### src/rtl/mul_hilo_wb.sv
// mul_hilo_wb: issue/writeback stage around the 32-bit pipelined multiplier.
//
// Requests are accepted with a valid/ready handshake and their operands go
// straight to the multiplier. A LAT-deep {valid, tag} shift register follows
// each operation through the multiplier's fixed latency. When an operation
// reaches the last stage, its {tag, hi, lo} is written into a DEPTH-entry
// result FIFO that a valid/ready consumer drains. The multiplier cannot stall,
// so issue is credit based: one credit per FIFO entry, taken on issue and
// returned on pop. This keeps the FIFO from overflowing.
//
// Parameters:
//   LAT   multiplier latency in rising edges (1..8)
//   DEPTH result FIFO entries / credit pool size (2..16)
//   TAGW  request tag width
//
// Ports:
//   clk, rst                          clock, asynchronous active-high reset
//   req_valid/req_ready               request handshake
//   req_a, req_b, req_mode, req_tag   operands, 1 = signed, request tag
//   mul_a, mul_b, mul_mode            operands to multiplier (pass-through)
//   mul_lo, mul_hi                    product from multiplier
//   rsp_valid/rsp_ready               result handshake
//   rsp_lo, rsp_hi, rsp_tag           head-of-FIFO product and tag
//
// Optional feature (macro MUL_HILO_REG_EN):
//   hilo_hi, hilo_lo                  architectural HI/LO registers, loaded
//                                     on every result pop, reset to 0.

module mul_hilo_wb #(
  parameter int unsigned LAT   = 2,
  parameter int unsigned DEPTH = 4,
  parameter int unsigned TAGW  = 4
) (
  input  logic            clk,
  input  logic            rst,
  input  logic            req_valid,
  output logic            req_ready,
  input  logic [31:0]     req_a,
  input  logic [31:0]     req_b,
  input  logic            req_mode,
  input  logic [TAGW-1:0] req_tag,
  output logic [31:0]     mul_a,
  output logic [31:0]     mul_b,
  output logic            mul_mode,
  input  logic [31:0]     mul_lo,
  input  logic [31:0]     mul_hi,
  output logic            rsp_valid,
  input  logic            rsp_ready,
  output logic [31:0]     rsp_lo,
  output logic [31:0]     rsp_hi,
  output logic [TAGW-1:0] rsp_tag
`ifdef MUL_HILO_REG_EN
  ,
  output logic [31:0]     hilo_hi,
  output logic [31:0]     hilo_lo
`endif
);

  localparam int unsigned PW = $clog2(DEPTH);
  localparam int unsigned CW = $clog2(DEPTH + 1);

  logic            v_sr   [LAT];
  logic [TAGW-1:0] tag_sr [LAT];

  logic [31:0]     lo_mem  [DEPTH];
  logic [31:0]     hi_mem  [DEPTH];
  logic [TAGW-1:0] tag_mem [DEPTH];

  logic [PW-1:0] wptr;
  logic [PW-1:0] rptr;
  logic [CW-1:0] count;
  logic [CW-1:0] credits;

  logic issue;
  logic push;
  logic pop;

  assign mul_a    = req_a;
  assign mul_b    = req_b;
  assign mul_mode = req_mode;

  // req_ready depends only on the credit register, so a credit freed by a
  // pop becomes usable one cycle later and rsp_ready never reaches req_ready.
  assign req_ready = (credits != '0);
  assign rsp_valid = (count != '0);

  assign issue = req_valid && req_ready;
  assign push  = v_sr[LAT-1];
  assign pop   = rsp_valid && rsp_ready;

  assign rsp_lo  = lo_mem[rptr];
  assign rsp_hi  = hi_mem[rptr];
  assign rsp_tag = tag_mem[rptr];

  // Latency tracker: bubbles travel with the data, nothing is collapsed.
  always_ff @(posedge clk or posedge rst) begin
    if (rst) begin
      for (int unsigned i = 0; i < LAT; i++) begin
        v_sr[i]   <= 1'b0;
        tag_sr[i] <= '0;
      end
    end else begin
      v_sr[0]   <= issue;
      tag_sr[0] <= req_tag;
      for (int unsigned i = 1; i < LAT; i++) begin
        v_sr[i]   <= v_sr[i-1];
        tag_sr[i] <= tag_sr[i-1];
      end
    end
  end

  // Result FIFO storage and pointers.
  always_ff @(posedge clk or posedge rst) begin
    if (rst) begin
      wptr <= '0;
      rptr <= '0;
      for (int unsigned i = 0; i < DEPTH; i++) begin
        lo_mem[i]  <= '0;
        hi_mem[i]  <= '0;
        tag_mem[i] <= '0;
      end
    end else begin
      if (push) begin
        lo_mem[wptr]  <= mul_lo;
        hi_mem[wptr]  <= mul_hi;
        tag_mem[wptr] <= tag_sr[LAT-1];
        wptr          <= (wptr == PW'(DEPTH - 1)) ? '0 : wptr + 1'b1;
      end
      if (pop) begin
        rptr <= (rptr == PW'(DEPTH - 1)) ? '0 : rptr + 1'b1;
      end
    end
  end

  // Occupancy count.
  always_ff @(posedge clk or posedge rst) begin
    if (rst) begin
      count <= '0;
    end else begin
      case ({push, pop})
        2'b10:   count <= count + 1'b1;
        2'b01:   count <= count - 1'b1;
        default: count <= count;
      endcase
    end
  end

  // Credit pool: inflight + count + credits == DEPTH at every edge.
  always_ff @(posedge clk or posedge rst) begin
    if (rst) begin
      credits <= CW'(DEPTH);
    end else begin
      case ({issue, pop})
        2'b10:   credits <= credits - 1'b1;
        2'b01:   credits <= credits + 1'b1;
        default: credits <= credits;
      endcase
    end
  end

`ifdef MUL_HILO_REG_EN
  always_ff @(posedge clk or posedge rst) begin
    if (rst) begin
      hilo_hi <= '0;
      hilo_lo <= '0;
    end else if (pop) begin
      hilo_hi <= rsp_hi;
      hilo_lo <= rsp_lo;
    end
  end
`endif

endmodule

### config.mk
export PLATFORM = sky130hd
export DESIGN_NAME = mul_hilo_wb
export DESIGN_NICKNAME = d
export VERILOG_FILES = /design/src/rtl/mul_hilo_wb.sv
export SDC_FILE = /design/constraint.sdc
export NUM_CORES = 1
export LEC_CHECK = 0
export BUFFER_PORTS_ARGS = -buffer_cell sky130_fd_sc_hd__buf_4
export CORE_AREA = 2 2 121 211
export DETAILED_ROUTE_END_ITERATION = 10
export DIE_AREA = 0 0 123 213
export PLACE_DENSITY = 0.85
export REMOVE_ABC_BUFFERS = 1
export SLEW_MARGIN = 20
export SYNTH_ARGS = -nofsm -noshare
export SYNTH_HDL_FRONTEND = slang
export SYNTH_SLANG_ARGS = --single-unit
### constraint.sdc
create_clock -name clk -period 11.05 [get_ports clk]
set_input_delay 0.5525 -clock clk [delete_from_list [all_inputs] [get_ports clk]]
set_output_delay 0.5525 -clock clk [all_outputs]
set_load 0.05 [all_outputs]
==> run_summary.xml, run 1 <==
<?xml version="1.0" encoding="UTF-8"?>
<metrics>
  <group name="status">
    <metric name="status" unit="">finished, final reports clean</metric>
  </group>
  <group name="drt">
    <metric name="initialDrtViolationCount" unit="">335</metric>
    <metric name="drtPass1Iterations" unit="">4</metric>
    <metric name="met1_routed_length" unit="microns">11500</metric>
    <metric name="routed_wl" unit="microns">29500</metric>
    <metric name="met3_wirelength" unit="microns">3430</metric>
    <metric name="remaining_drc_errors" unit="">0</metric>
    <metric name="dr.max_layer_used" unit="">met5</metric>
    <metric name="wire_per_inst" unit="microns">24.8</metric>
    <metric name="drt.antenna.violating_nets" unit="">0</metric>
    <metric name="detail_route.vias_per_cell" unit="">5.86</metric>
    <metric name="routed_length_on_met2" unit="microns">13900</metric>
    <metric name="detailroute.via_count" unit="">6968</metric>
  </group>
  <group name="synth">
    <metric name="synth_warnings" unit="">0</metric>
    <metric name="synth.lib_cells_used.distinct" unit="">19</metric>
    <metric name="synth_sequential_area_ratio" unit="%">54.9</metric>
    <metric name="avgSynthCellArea" unit="sq um">17.0</metric>
    <metric name="netlist_instances" unit="">785</metric>
    <metric name="postSynth.asyncResetShare" unit="%">100</metric>
    <metric name="yosys_register_bits" unit="">292</metric>
    <metric name="number_of_synthesized_flops_with_an_enable_pin" unit="">0</metric>
    <metric name="synthesis.area" unit="sq mm">0.0133</metric>
    <metric name="synth_top_flop_cell" unit="">sky130_fd_sc_hd__dfrtp_1</metric>
  </group>
  <group name="final_layout">
    <metric name="drive_gt1_share" unit="%">62.5</metric>
    <metric name="syn2layout_area_growth" unit="%">13.0</metric>
    <metric name="n_fill_cell" unit="">1810</metric>
    <metric name="final_design_area_no_fill" unit="sq mm">0.0150</metric>
    <metric name="design.final.nets" unit="">1001</metric>
    <metric name="finalCoreUtilization" unit="%">61.3</metric>
    <metric name="multi_input_area" unit="sq mm">0.00522</metric>
    <metric name="regArea" unit="sq mm">0.00732</metric>
    <metric name="layout_common_cells" unit="">sky130_fd_sc_hd__dfrtp_1, sky130_fd_sc_hd__mux2_2, sky130_fd_sc_hd__buf_4, sky130_fd_sc_hd__mux2_4, sky130_fd_sc_hd__mux4_2</metric>
    <metric name="insertedDiodeCount" unit="">0</metric>
    <metric name="mostFrequentLayoutCell" unit="">sky130_fd_sc_hd__dfrtp_1</metric>
  </group>
  <group name="global_route">
    <metric name="grt_first_pass_wirelength" unit="microns">45100</metric>
    <metric name="grt_use_total" unit="%">22.9</metric>
    <metric name="vias_in_the_first_global_route" unit="">7565</metric>
    <metric name="overflow" unit="">0</metric>
    <metric name="antenna_found_initial" unit="">0</metric>
    <metric name="grt_start_max_net_pins" unit="">122</metric>
  </group>
  <group name="critical_path">
    <metric name="worst-setup-path-type" unit="">register to output pin</metric>
    <metric name="timing.critical_path.fanout_max" unit="">46</metric>
    <metric name="r2r_slack" unit="ns">8.67</metric>
    <metric name="critPathCaptureType" unit="">output pin</metric>
    <metric name="cp_data_required_time" unit="ns">10.50</metric>
    <metric name="worstReg2RegStart" unit="">wptr[0]</metric>
    <metric name="critical_path.startpoint_type" unit="">register</metric>
    <metric name="timing.reg2reg.worst_path_depth" unit="">5</metric>
    <metric name="timing.critical_path.arrival" unit="ns">2.92</metric>
    <metric name="timing.rr.end" unit="">hi_mem[35]</metric>
  </group>
  <group name="clocking">
    <metric name="clkSinkCount" unit="">292</metric>
    <metric name="cts_buffer_depth" unit="">3</metric>
    <metric name="cts.clk_slew.worst_paths" unit="ns">0.06</metric>
    <metric name="postCtsSetupBuffers" unit="">0</metric>
    <metric name="cts_made_buffers" unit="">28</metric>
    <metric name="cts_repair_resize_count" unit="">0</metric>
    <metric name="cts_hold_buffers" unit="">0</metric>
    <metric name="root_buffer" unit="">sky130_fd_sc_hd__clkbuf_16</metric>
    <metric name="clk-insertion-delay-late" unit="ns">0.54</metric>
    <metric name="tritoncts_clock_tree" unit="">built</metric>
    <metric name="cts_htree_levels" unit="">1</metric>
  </group>
  <group name="floorplan">
    <metric name="core" unit="sq mm">0.0245</metric>
    <metric name="die_y" unit="microns">213</metric>
    <metric name="die_area" unit="sq mm">0.0262</metric>
    <metric name="start_util" unit="%">54.3</metric>
    <metric name="io_pins" unit="">272</metric>
    <metric name="fp-row-count" unit="">76</metric>
    <metric name="die_width" unit="microns">123</metric>
  </group>
  <group name="sta">
    <metric name="max_slew_margin" unit="%">39.6</metric>
    <metric name="maximum_achievable_frequency" unit="MHz">288</metric>
    <metric name="skew" unit="ns">0.00949</metric>
    <metric name="setup_total_negative_slack" unit="ns">0</metric>
    <metric name="layout_worst_path_cycle_share" unit="%">31.4</metric>
    <metric name="rsz0062_at_grt" unit="">false</metric>
    <metric name="drv_slew" unit="">0</metric>
    <metric name="finalHoldViolCount" unit="">0</metric>
    <metric name="whs" unit="ns">0.121</metric>
    <metric name="setup-violations-final" unit="">0</metric>
    <metric name="final_critical_path_time_including_i_o_delays_and_setup" unit="ns">3.47</metric>
    <metric name="worst_pin_slew" unit="ns">0.906</metric>
  </group>
  <group name="worst_hold_path">
    <metric name="timing.hold.worst.start" unit="">req_tag[2]</metric>
    <metric name="hold_path.class" unit="">primary input to register</metric>
    <metric name="worstHoldPathCells" unit="">1</metric>
    <metric name="holdPathEnd" unit="">tag_sr[6]</metric>
  </group>
  <group name="place">
    <metric name="hpwl" unit="microns">19300</metric>
    <metric name="dpl_cell_area" unit="sq mm">0.0141</metric>
    <metric name="buffer_ports.inserted" unit="">141</metric>
    <metric name="gp_congestion" unit="">0.738</metric>
  </group>
  <group name="run">
    <metric name="cap_viol_max_count" unit="">0</metric>
  </group>
</metrics>
## state kept, by name, indices dropped and copies added (netlist names)
| signal | cells |
|---|---|
| tag_mem | 16 |
| tag_sr | 8 |
| credits | 3 |
| rptr | 2 |
| count | 3 |
| lo_mem | 128 |
| push | 1 |
| hi_mem | 128 |
| v_sr | 1 |
| wptr | 2 |
## how the worst max path moves through the flow
stage	from	endpoint	slack (ns)	cells after the start
CTS	rptr[0]	rsp_lo[20]	7.49	3
global placement	rptr[0]	rsp_lo[20]	8.12	3
finish	rptr[0]	rsp_lo[15]	7.58	3
detailed placement	rptr[0]	rsp_lo[15]	8.11	3
floorplan	rst	count[0]	2.44	1
global route	rptr[0]	rsp_lo[20]	7.41	3
## cell type report
cell class / count / share of cell area [%]
well taps: 312 / 2.60
multi-input cells: 374 / 34.7
inverters: 10 / 0.300
flip-flops and latches: 292 / 48.6
clock buffers: 42 / 5.75
repair buffers: 149 / 7.49
clock inverters: 10 / 0.541
## through the flow
step / std cells / setup WS [ns]
after floorplan: 676 / 2.44
after global placement: 1137 / 8.12
after detailed placement: 1137 / 8.11
after CTS: 1189 / 7.49
after global routing: 1189 / 7.41
final: 1189 / 7.58
## routing by layer
metal | vias up | GRT usage [%]
met2 | 280 | 34.9
met3 | 45 | 11.5
met5 | - | 5.04
li1 | 2930 | -
met1 | 3709 | 28.7
met4 | 4 | 5.72
## kinds of logic after synthesis
family | count (synthesis) | share of synthesized area, %
buf+inv | 119 | 6.09
simple gates | 13 | 0.498
flops | 292 | 54.9
mux | 344 | 37.1
fa+ha+maj | 9 | 0.959
compound gates | 2 | 0.0752
xor+xnor | 6 | 0.395
## cells in the mapped netlist (3+ instances only)
cell type / n / area, sq um
sky130_fd_sc_hd__buf_2: 30 / 150
sky130_fd_sc_hd__buf_4: 71 / 533
sky130_fd_sc_hd__buf_6: 8 / 90.1
sky130_fd_sc_hd__dfrtp_1: 291 / 7280
sky130_fd_sc_hd__ha_1: 7 / 87.6
sky130_fd_sc_hd__inv_1: 10 / 37.5
sky130_fd_sc_hd__mux2_2: 195 / 2200
sky130_fd_sc_hd__mux2_4: 80 / 1200
sky130_fd_sc_hd__mux4_2: 68 / 1530
sky130_fd_sc_hd__nand2_1: 3 / 11.3
sky130_fd_sc_hd__nand2_2: 4 / 25.0
sky130_fd_sc_hd__nor2_1: 3 / 11.3
sky130_fd_sc_hd__or3_1: 3 / 18.8
sky130_fd_sc_hd__xor2_1: 4 / 35.0
## worst max-delay path: stages (launching register included)
cell,delay (ns)
sky130_fd_sc_hd__dfrtp_4,0.71
sky130_fd_sc_hd__buf_4,0.73
sky130_fd_sc_hd__mux4_2,0.62
sky130_fd_sc_hd__buf_4,0.21
Power of run 1 is not shown: default switching activity piles up to over one toggle a cycle in this logic, so the estimate is an artifact.
==> inputs of run 2 (changes only) <==
==> constraint.sdc (replaced) <==
create_clock -name clk -period 3.6 [get_ports clk]
set_input_delay 0.18 -clock clk [delete_from_list [all_inputs] [get_ports clk]]
set_output_delay 0.18 -clock clk [all_outputs]
set_load 0.05 [all_outputs]
==> run_summary.xml, run 2 (synthesized netlist as in run 1, its figures left out) <==
<?xml version="1.0" encoding="UTF-8"?>
<metrics>
  <group name="worst_hold_path">
    <metric name="worstHoldPathCells" unit="">3</metric>
    <metric name="hold_path.class" unit="">primary input to register</metric>
    <metric name="timing.hold.worst.start" unit="">rsp_ready</metric>
    <metric name="holdPathEnd" unit="">rptr[1]</metric>
  </group>
  <group name="global_route">
    <metric name="grt_first_pass_wirelength" unit="microns">47800</metric>
    <metric name="met2_usage" unit="%">37.5</metric>
    <metric name="overflow" unit="">0</metric>
    <metric name="grt_start_max_net_pins" unit="">119</metric>
    <metric name="groute.layer.met1.usage" unit="%">29.8</metric>
    <metric name="vias_in_the_first_global_route" unit="">8213</metric>
    <metric name="grt_busiest_layer" unit="">met2</metric>
    <metric name="grt_use_total" unit="%">24.3</metric>
    <metric name="antenna_found_initial" unit="">0</metric>
    <metric name="globalRouteMet3Util" unit="%">11.3</metric>
  </group>
  <group name="sta">
    <metric name="skew" unit="ns">0.00834</metric>
    <metric name="finalHoldViolCount" unit="">0</metric>
    <metric name="maximum_achievable_frequency" unit="MHz">350</metric>
    <metric name="setup_total_negative_slack" unit="ns">0</metric>
    <metric name="worst_pin_slew" unit="ns">0.859</metric>
    <metric name="drv_slew" unit="">0</metric>
    <metric name="setup-violations-final" unit="">0</metric>
    <metric name="max_slew_margin" unit="%">42.7</metric>
    <metric name="layout_worst_path_cycle_share" unit="%">79.3</metric>
    <metric name="rsz0062_at_grt" unit="">false</metric>
    <metric name="final_critical_path_time_including_i_o_delays_and_setup" unit="ns">2.85</metric>
  </group>
  <group name="critical_path">
    <metric name="cp_data_required_time" unit="ns">3.42</metric>
    <metric name="critical_path.most_common_cell" unit="">sky130_fd_sc_hd__buf_4</metric>
    <metric name="critPathCaptureType" unit="">output pin</metric>
    <metric name="r2r_slack" unit="ns">1.42</metric>
    <metric name="critical-path-slowest-cell" unit="">sky130_fd_sc_hd__dfrtp_4</metric>
    <metric name="timing.reg2reg.worst_path_depth" unit="">7</metric>
    <metric name="critical_path.startpoint_type" unit="">register</metric>
    <metric name="timing.rr.end" unit="">credits[1]</metric>
    <metric name="path_cells" unit="">buf_4 -&gt; mux4_2 -&gt; buf_4</metric>
    <metric name="worstReg2RegStart" unit="">count[0]</metric>
    <metric name="timing.critical_path.arrival" unit="ns">2.67</metric>
    <metric name="timing.critical_path.fanout_max" unit="">47</metric>
    <metric name="timing.critical_path.slowest_cell_delay" unit="ns">1.00</metric>
    <metric name="worst-setup-path-type" unit="">register to output pin</metric>
  </group>
  <group name="pwr">
    <metric name="ir_drop" unit="mV">0.871</metric>
    <metric name="totalPowerFinal" unit="mW">18.3</metric>
    <metric name="power.static_leakage" unit="nW">7.12</metric>
    <metric name="power.density_cell_area" unit="mW/mm^2">1160</metric>
  </group>
  <group name="place">
    <metric name="buffer_ports.inserted" unit="">141</metric>
    <metric name="hpwl" unit="microns">19700</metric>
    <metric name="gp_congestion" unit="">0.719</metric>
    <metric name="placedCellCount" unit="">1141</metric>
  </group>
  <group name="clocking">
    <metric name="clk-insertion-delay-late" unit="ns">0.54</metric>
    <metric name="root_buffer" unit="">sky130_fd_sc_hd__clkbuf_16</metric>
    <metric name="cts.clk_slew.worst_paths" unit="ns">0.06</metric>
    <metric name="cts_buffer_depth" unit="">3</metric>
    <metric name="cts_repair_resize_count" unit="">0</metric>
    <metric name="tritoncts_clock_tree" unit="">built</metric>
    <metric name="cts_made_buffers" unit="">28</metric>
    <metric name="clkSinkCount" unit="">292</metric>
    <metric name="cts_htree_levels" unit="">1</metric>
  </group>
  <group name="floorplan">
    <metric name="fp-row-count" unit="">76</metric>
    <metric name="die_area" unit="sq mm">0.0262</metric>
    <metric name="die_width" unit="microns">123</metric>
    <metric name="die_y" unit="microns">213</metric>
    <metric name="io_pins" unit="">272</metric>
    <metric name="start_util" unit="%">54.3</metric>
    <metric name="core" unit="sq mm">0.0245</metric>
  </group>
  <group name="final_layout">
    <metric name="layout_common_cells" unit="">sky130_fd_sc_hd__dfrtp_1, sky130_fd_sc_hd__mux2_2, sky130_fd_sc_hd__buf_4, sky130_fd_sc_hd__mux2_4, sky130_fd_sc_hd__dlygate4sd3_1</metric>
    <metric name="n_fill_cell" unit="">1709</metric>
    <metric name="drive_gt1_share" unit="%">58.0</metric>
    <metric name="insertedDiodeCount" unit="">0</metric>
    <metric name="syn2layout_area_growth" unit="%">18.9</metric>
    <metric name="design.final.nets" unit="">1075</metric>
    <metric name="non_filler_instance_count_after_layout" unit="">1262</metric>
    <metric name="mostFrequentLayoutCell" unit="">sky130_fd_sc_hd__dfrtp_1</metric>
    <metric name="reg.largest.list" unit="">hi_mem (128), lo_mem (128), tag_mem (16)</metric>
  </group>
  <group name="drt">
    <metric name="drtPass1Iterations" unit="">4</metric>
    <metric name="drt.antenna.violating_nets" unit="">0</metric>
    <metric name="detail_route.vias_per_cell" unit="">5.80</metric>
    <metric name="routed_wl" unit="microns">31000</metric>
    <metric name="initialDrtViolationCount" unit="">368</metric>
    <metric name="remaining_drc_errors" unit="">0</metric>
    <metric name="wire_per_inst" unit="microns">24.5</metric>
    <metric name="detailroute.via_count" unit="">7316</metric>
  </group>
  <group name="run">
    <metric name="cap_viol_max_count" unit="">0</metric>
  </group>
  <group name="status">
    <metric name="status" unit="">finished, final reports clean</metric>
  </group>
</metrics>
[run 2: cell types whose count changed in the layout (fill, tap and decap cells not counted), sizes merged]
cell,previous run,this run
clkbuf,42,40
buf,149,153
clkinv,8,7
clkinvlp,1,3
dlygate4sd3,0,70
[run 2: cell type report]
cell class	instances	area, sq um	area share (%)
clock buffer	40	837	5.29
clock inverter	11	87.6	0.553
inverter	10	45.0	0.285
multi-input combinational	374	5220	32.9
sequential	292	7320	46.2
tap	312	390	2.47
timing repair buffer	223	1940	12.2
[run 2: metal layers]
layer  share of wire (%)  vias to the layer above  wire length (microns)
met5                0.48                        -                    148
met4                 2.5                        4                    775
met3                  11                       61                   3340
met2                  48                      283                  14900
met1                  38                     3885                  11800
li1                    -                     3083                      -
[run 2: timing repair]
item | 4_1_cts | 5_1_grt
setup buffers | 0 | 0
hold endpoints to repair | 375 | 0
setup endpoints to repair | 0 | 0
hold buffers | 70 | 0
[run 2: per-stage QoR]
step	hold WS (ns)	cell area, sq um	utilization (%)	setup slack [ns]
6_report	0.116	15800	64.5	0.746
3_5_place_dp	0.290	14200	57.9	1.30
3_3_place_gp	0.289	14200	57.9	1.30
2_1_floorplan	0.211	12500	-	-4.64
4_1_cts	0.0857	15800	64.5	0.692
5_1_grt	0.114	15800	64.5	0.598
[run 2: report_power, final]
| part | leakage, nW | switching (mW) | internal, mW |
|---|---|---|---|
| clock | 0.454 | 1.24 | 1.69 |
| sequential | 3.41 | 1.13 | 4.95 |
| combinational | 3.26 | 4.94 | 4.35 |
| total | 7.12 | 7.31 | 11.0 |
[run 2: worst max path at each step]
stage | startpoint | to | slack (ns) | cells past startpoint
3_5_place_dp | rptr[0] | rsp_lo[24] | 1.30 | 3
5_1_grt | rptr[0] | rsp_lo[21] | 0.60 | 3
6_report | rptr[0] | rsp_lo[21] | 0.75 | 3
2_1_floorplan | rst | count[0] | -4.64 | 1
3_3_place_gp | rptr[0] | rsp_lo[30] | 1.30 | 3
4_1_cts | rptr[0] | rsp_lo[11] | 0.69 | 3
[run 2: critical path: cells and delay by family (launching register included)]
| kind | cells | cell delay (ns) |
|---|---|---|
| buffers and inverters | 2 | 0.57 |
| DFF | 1 | 1.00 |
| muxes | 1 | 0.54 |
No activity file was read; power rests on OpenSTA's default activity.
==> inputs of run 3 (changes only) <==
--- a/config.mk
+++ b/config.mk
@@ -6,10 +6,10 @@
 export NUM_CORES = 1
 export LEC_CHECK = 0
 export BUFFER_PORTS_ARGS = -buffer_cell sky130_fd_sc_hd__buf_4
-export CORE_AREA = 2 2 121 211
+export CORE_AREA = 2 2 127 221
 export DETAILED_ROUTE_END_ITERATION = 10
-export DIE_AREA = 0 0 123 213
-export PLACE_DENSITY = 0.85
+export DIE_AREA = 0 0 129 223
+export PLACE_DENSITY = 0.82
 export REMOVE_ABC_BUFFERS = 1
 export SLEW_MARGIN = 20
 export SYNTH_ARGS = -nofsm -noshare
==> constraint.sdc (replaced) <==
create_clock -name clk -period 2.6 [get_ports clk]
set_input_delay 0.13 -clock clk [delete_from_list [all_inputs] [get_ports clk]]
set_output_delay 0.13 -clock clk [all_outputs]
set_load 0.05 [all_outputs]
==> run_summary.xml, run 3 (synthesized netlist as in run 1, its figures left out) <==
<?xml version="1.0" encoding="UTF-8"?>
<metrics>
  <group name="critical_path">
    <metric name="critical-path-slowest-cell" unit="">sky130_fd_sc_hd__dfrtp_4</metric>
    <metric name="critPathCaptureType" unit="">output pin</metric>
    <metric name="worst-setup-path-type" unit="">register to output pin</metric>
    <metric name="timing.critical_path.arrival" unit="ns">2.34</metric>
    <metric name="path_cells" unit="">buf_12 -&gt; mux4_2 -&gt; buf_4</metric>
    <metric name="cp_data_required_time" unit="ns">2.47</metric>
    <metric name="timing.critical_path.slowest_cell_delay" unit="ns">0.74</metric>
    <metric name="critPathBufInv" unit="">2</metric>
    <metric name="critPathTopFamily" unit="">flip-flops</metric>
    <metric name="timing.critical_path.fanout_max" unit="">24</metric>
    <metric name="critical_path.startpoint_type" unit="">register</metric>
  </group>
  <group name="place">
    <metric name="dpl_cell_area" unit="sq mm">0.0144</metric>
    <metric name="hpwl" unit="microns">20000</metric>
    <metric name="gp_congestion" unit="">0.744</metric>
    <metric name="buffer_ports.inserted" unit="">141</metric>
  </group>
  <group name="sta">
    <metric name="drv_slew" unit="">0</metric>
    <metric name="finalHoldViolCount" unit="">0</metric>
    <metric name="skew" unit="ns">0.0101</metric>
    <metric name="rsz0062_at_grt" unit="">false</metric>
    <metric name="worst_pin_slew" unit="ns">0.515</metric>
    <metric name="setup-violations-final" unit="">0</metric>
    <metric name="max_slew_margin" unit="%">65.7</metric>
    <metric name="final_critical_path_time_including_i_o_delays_and_setup" unit="ns">2.47</metric>
    <metric name="layout_worst_path_cycle_share" unit="%">94.8</metric>
    <metric name="maximum_achievable_frequency" unit="MHz">406</metric>
  </group>
  <group name="pwr">
    <metric name="ir_drop" unit="mV">1.03</metric>
    <metric name="totalPowerFinal" unit="mW">25.5</metric>
    <metric name="power.density_cell_area" unit="mW/mm^2">1590</metric>
    <metric name="comb_power_share" unit="%">51.7</metric>
    <metric name="sequentialPowerShare" unit="%">32.1</metric>
    <metric name="total_switching_power" unit="mW">10.1</metric>
    <metric name="internal-power" unit="mW">15.4</metric>
    <metric name="power.static_leakage" unit="nW">7.20</metric>
    <metric name="switching_share" unit="%">39.6</metric>
    <metric name="pwr-share-clk" unit="%">16.2</metric>
  </group>
  <group name="drt">
    <metric name="drt.antenna.violating_nets" unit="">0</metric>
    <metric name="wire_per_inst" unit="microns">23.4</metric>
    <metric name="routed_wl" unit="microns">31000</metric>
    <metric name="initialDrtViolationCount" unit="">304</metric>
    <metric name="remaining_drc_errors" unit="">0</metric>
    <metric name="detailroute.via_count" unit="">7246</metric>
    <metric name="detail_route.vias_per_cell" unit="">5.47</metric>
    <metric name="drtPass1Iterations" unit="">4</metric>
  </group>
  <group name="status">
    <metric name="status" unit="">finished, final reports clean</metric>
  </group>
  <group name="run">
    <metric name="cap_viol_max_count" unit="">0</metric>
  </group>
  <group name="clocking">
    <metric name="cts_repair_resize_count" unit="">0</metric>
    <metric name="clkSinkCount" unit="">292</metric>
    <metric name="cts_hold_buffers" unit="">71</metric>
    <metric name="postCtsSetupBuffers" unit="">0</metric>
    <metric name="cts_made_buffers" unit="">27</metric>
    <metric name="cts.clk_slew.worst_paths" unit="ns">0.06</metric>
    <metric name="cts_buffer_depth" unit="">3</metric>
    <metric name="root_buffer" unit="">sky130_fd_sc_hd__clkbuf_16</metric>
    <metric name="tritoncts_clock_tree" unit="">built</metric>
    <metric name="clk-insertion-delay-late" unit="ns">0.54</metric>
    <metric name="cts_htree_levels" unit="">1</metric>
  </group>
  <group name="final_layout">
    <metric name="n_fill_cell" unit="">1986</metric>
    <metric name="reg.largest.list" unit="">hi_mem (128), lo_mem (128), tag_mem (16)</metric>
    <metric name="mostFrequentLayoutCell" unit="">sky130_fd_sc_hd__dfrtp_1</metric>
    <metric name="final_design_area_no_fill" unit="sq mm">0.0160</metric>
    <metric name="drive_gt1_share" unit="%">58.4</metric>
    <metric name="design.final.nets" unit="">1081</metric>
    <metric name="layout_common_cells" unit="">sky130_fd_sc_hd__dfrtp_1, sky130_fd_sc_hd__mux2_2, sky130_fd_sc_hd__buf_4, sky130_fd_sc_hd__mux2_4, sky130_fd_sc_hd__dlygate4sd3_1</metric>
    <metric name="syn2layout_area_growth" unit="%">20.4</metric>
  </group>
  <group name="floorplan">
    <metric name="io_pins" unit="">272</metric>
    <metric name="start_util" unit="%">49.1</metric>
    <metric name="die_area" unit="sq mm">0.0288</metric>
    <metric name="fp-row-count" unit="">80</metric>
    <metric name="die_y" unit="microns">223</metric>
    <metric name="core" unit="sq mm">0.0271</metric>
    <metric name="die_width" unit="microns">129</metric>
  </group>
  <group name="global_route">
    <metric name="antenna_found_initial" unit="">2</metric>
    <metric name="overflow" unit="">0</metric>
    <metric name="vias_in_the_first_global_route" unit="">7986</metric>
    <metric name="grt_first_pass_wirelength" unit="microns">48200</metric>
    <metric name="grt_use_total" unit="%">22.0</metric>
    <metric name="grt_start_max_net_pins" unit="">71</metric>
  </group>
  <group name="worst_hold_path">
    <metric name="hold_path.class" unit="">primary input to asynchronous set/reset pin</metric>
  </group>
</metrics>
[run 3: per-stage QoR]
stage	cells	setup WS (ns)	setup TNS, ns	hold slack (ns)	util (%)
after detailed placement	1204	0.519	0	0.198	53.1
after global routing	1325	0.0476	0	0.209	59.1
final	1325	0.135	0	0.187	59.1
after floorplan	676	-5.59	-1670.87	0.161	-
after global placement	1204	0.597	0	0.195	53.1
after CTS	1323	0.0874	0	0.168	59.1
[run 3: final timing paths]
check | cells after the start | slack (ns) | from | endpoint
min | 3 | 0.19 | rst | lo_mem[88]
min reg2reg | 0 | 0.35 | tag_sr[6] | tag_sr[2]
max in group asynchronous | 4 | 1.62 | rst | hi_mem[125]
max | 3 | 0.13 | rptr[0] | rsp_lo[30]
min in group clk | 2 | 0.24 | req_tag[0] | tag_sr[4]
max reg2reg | 7 | 0.51 | count[0] | credits[1]
[run 3: cell type report]
class                      count  area [sq um]  area share (%)
tap                          369           462            2.88
clock inverter                16           188            1.17
clock buffer                  32           734            4.58
sequential                   292          7320            45.6
antenna                        2          5.00          0.0312
timing repair buffer         230          2070            12.9
inverter                      10          45.0           0.281
multi-input combinational    374          5220            32.5
[run 3: power by group through the flow]
stage / Combinational [mW] / Sequential (mW) / Clock [mW]
finish: 13.2 / 8.19 / 4.13
global route: 13.8 / 8.48 / 4.42
CTS: 13.3 / 8.19 / 4.25
detailed placement: 13.1 / 8.24 / 0
global placement: 12.9 / 8.10 / 0
floorplan: 9.83 / 8.02 / 0
[run 3: worst reg2reg max path, delay by kind of cell, from the launching register on]
kind | cells | cell delay, ns
fa+ha+maj | 2 | 0.63
buf+inv | 2 | 0.17
flops | 1 | 0.40
mux | 1 | 0.28
simple gates | 2 | 0.51
[run 3: per-layer routing]
metal  track usage, %  part of all wire (%)
met4             6.49                   2.3
met1             27.5                    40
met3             9.90                    11
met5             7.31                  0.74
met2             33.7                    46
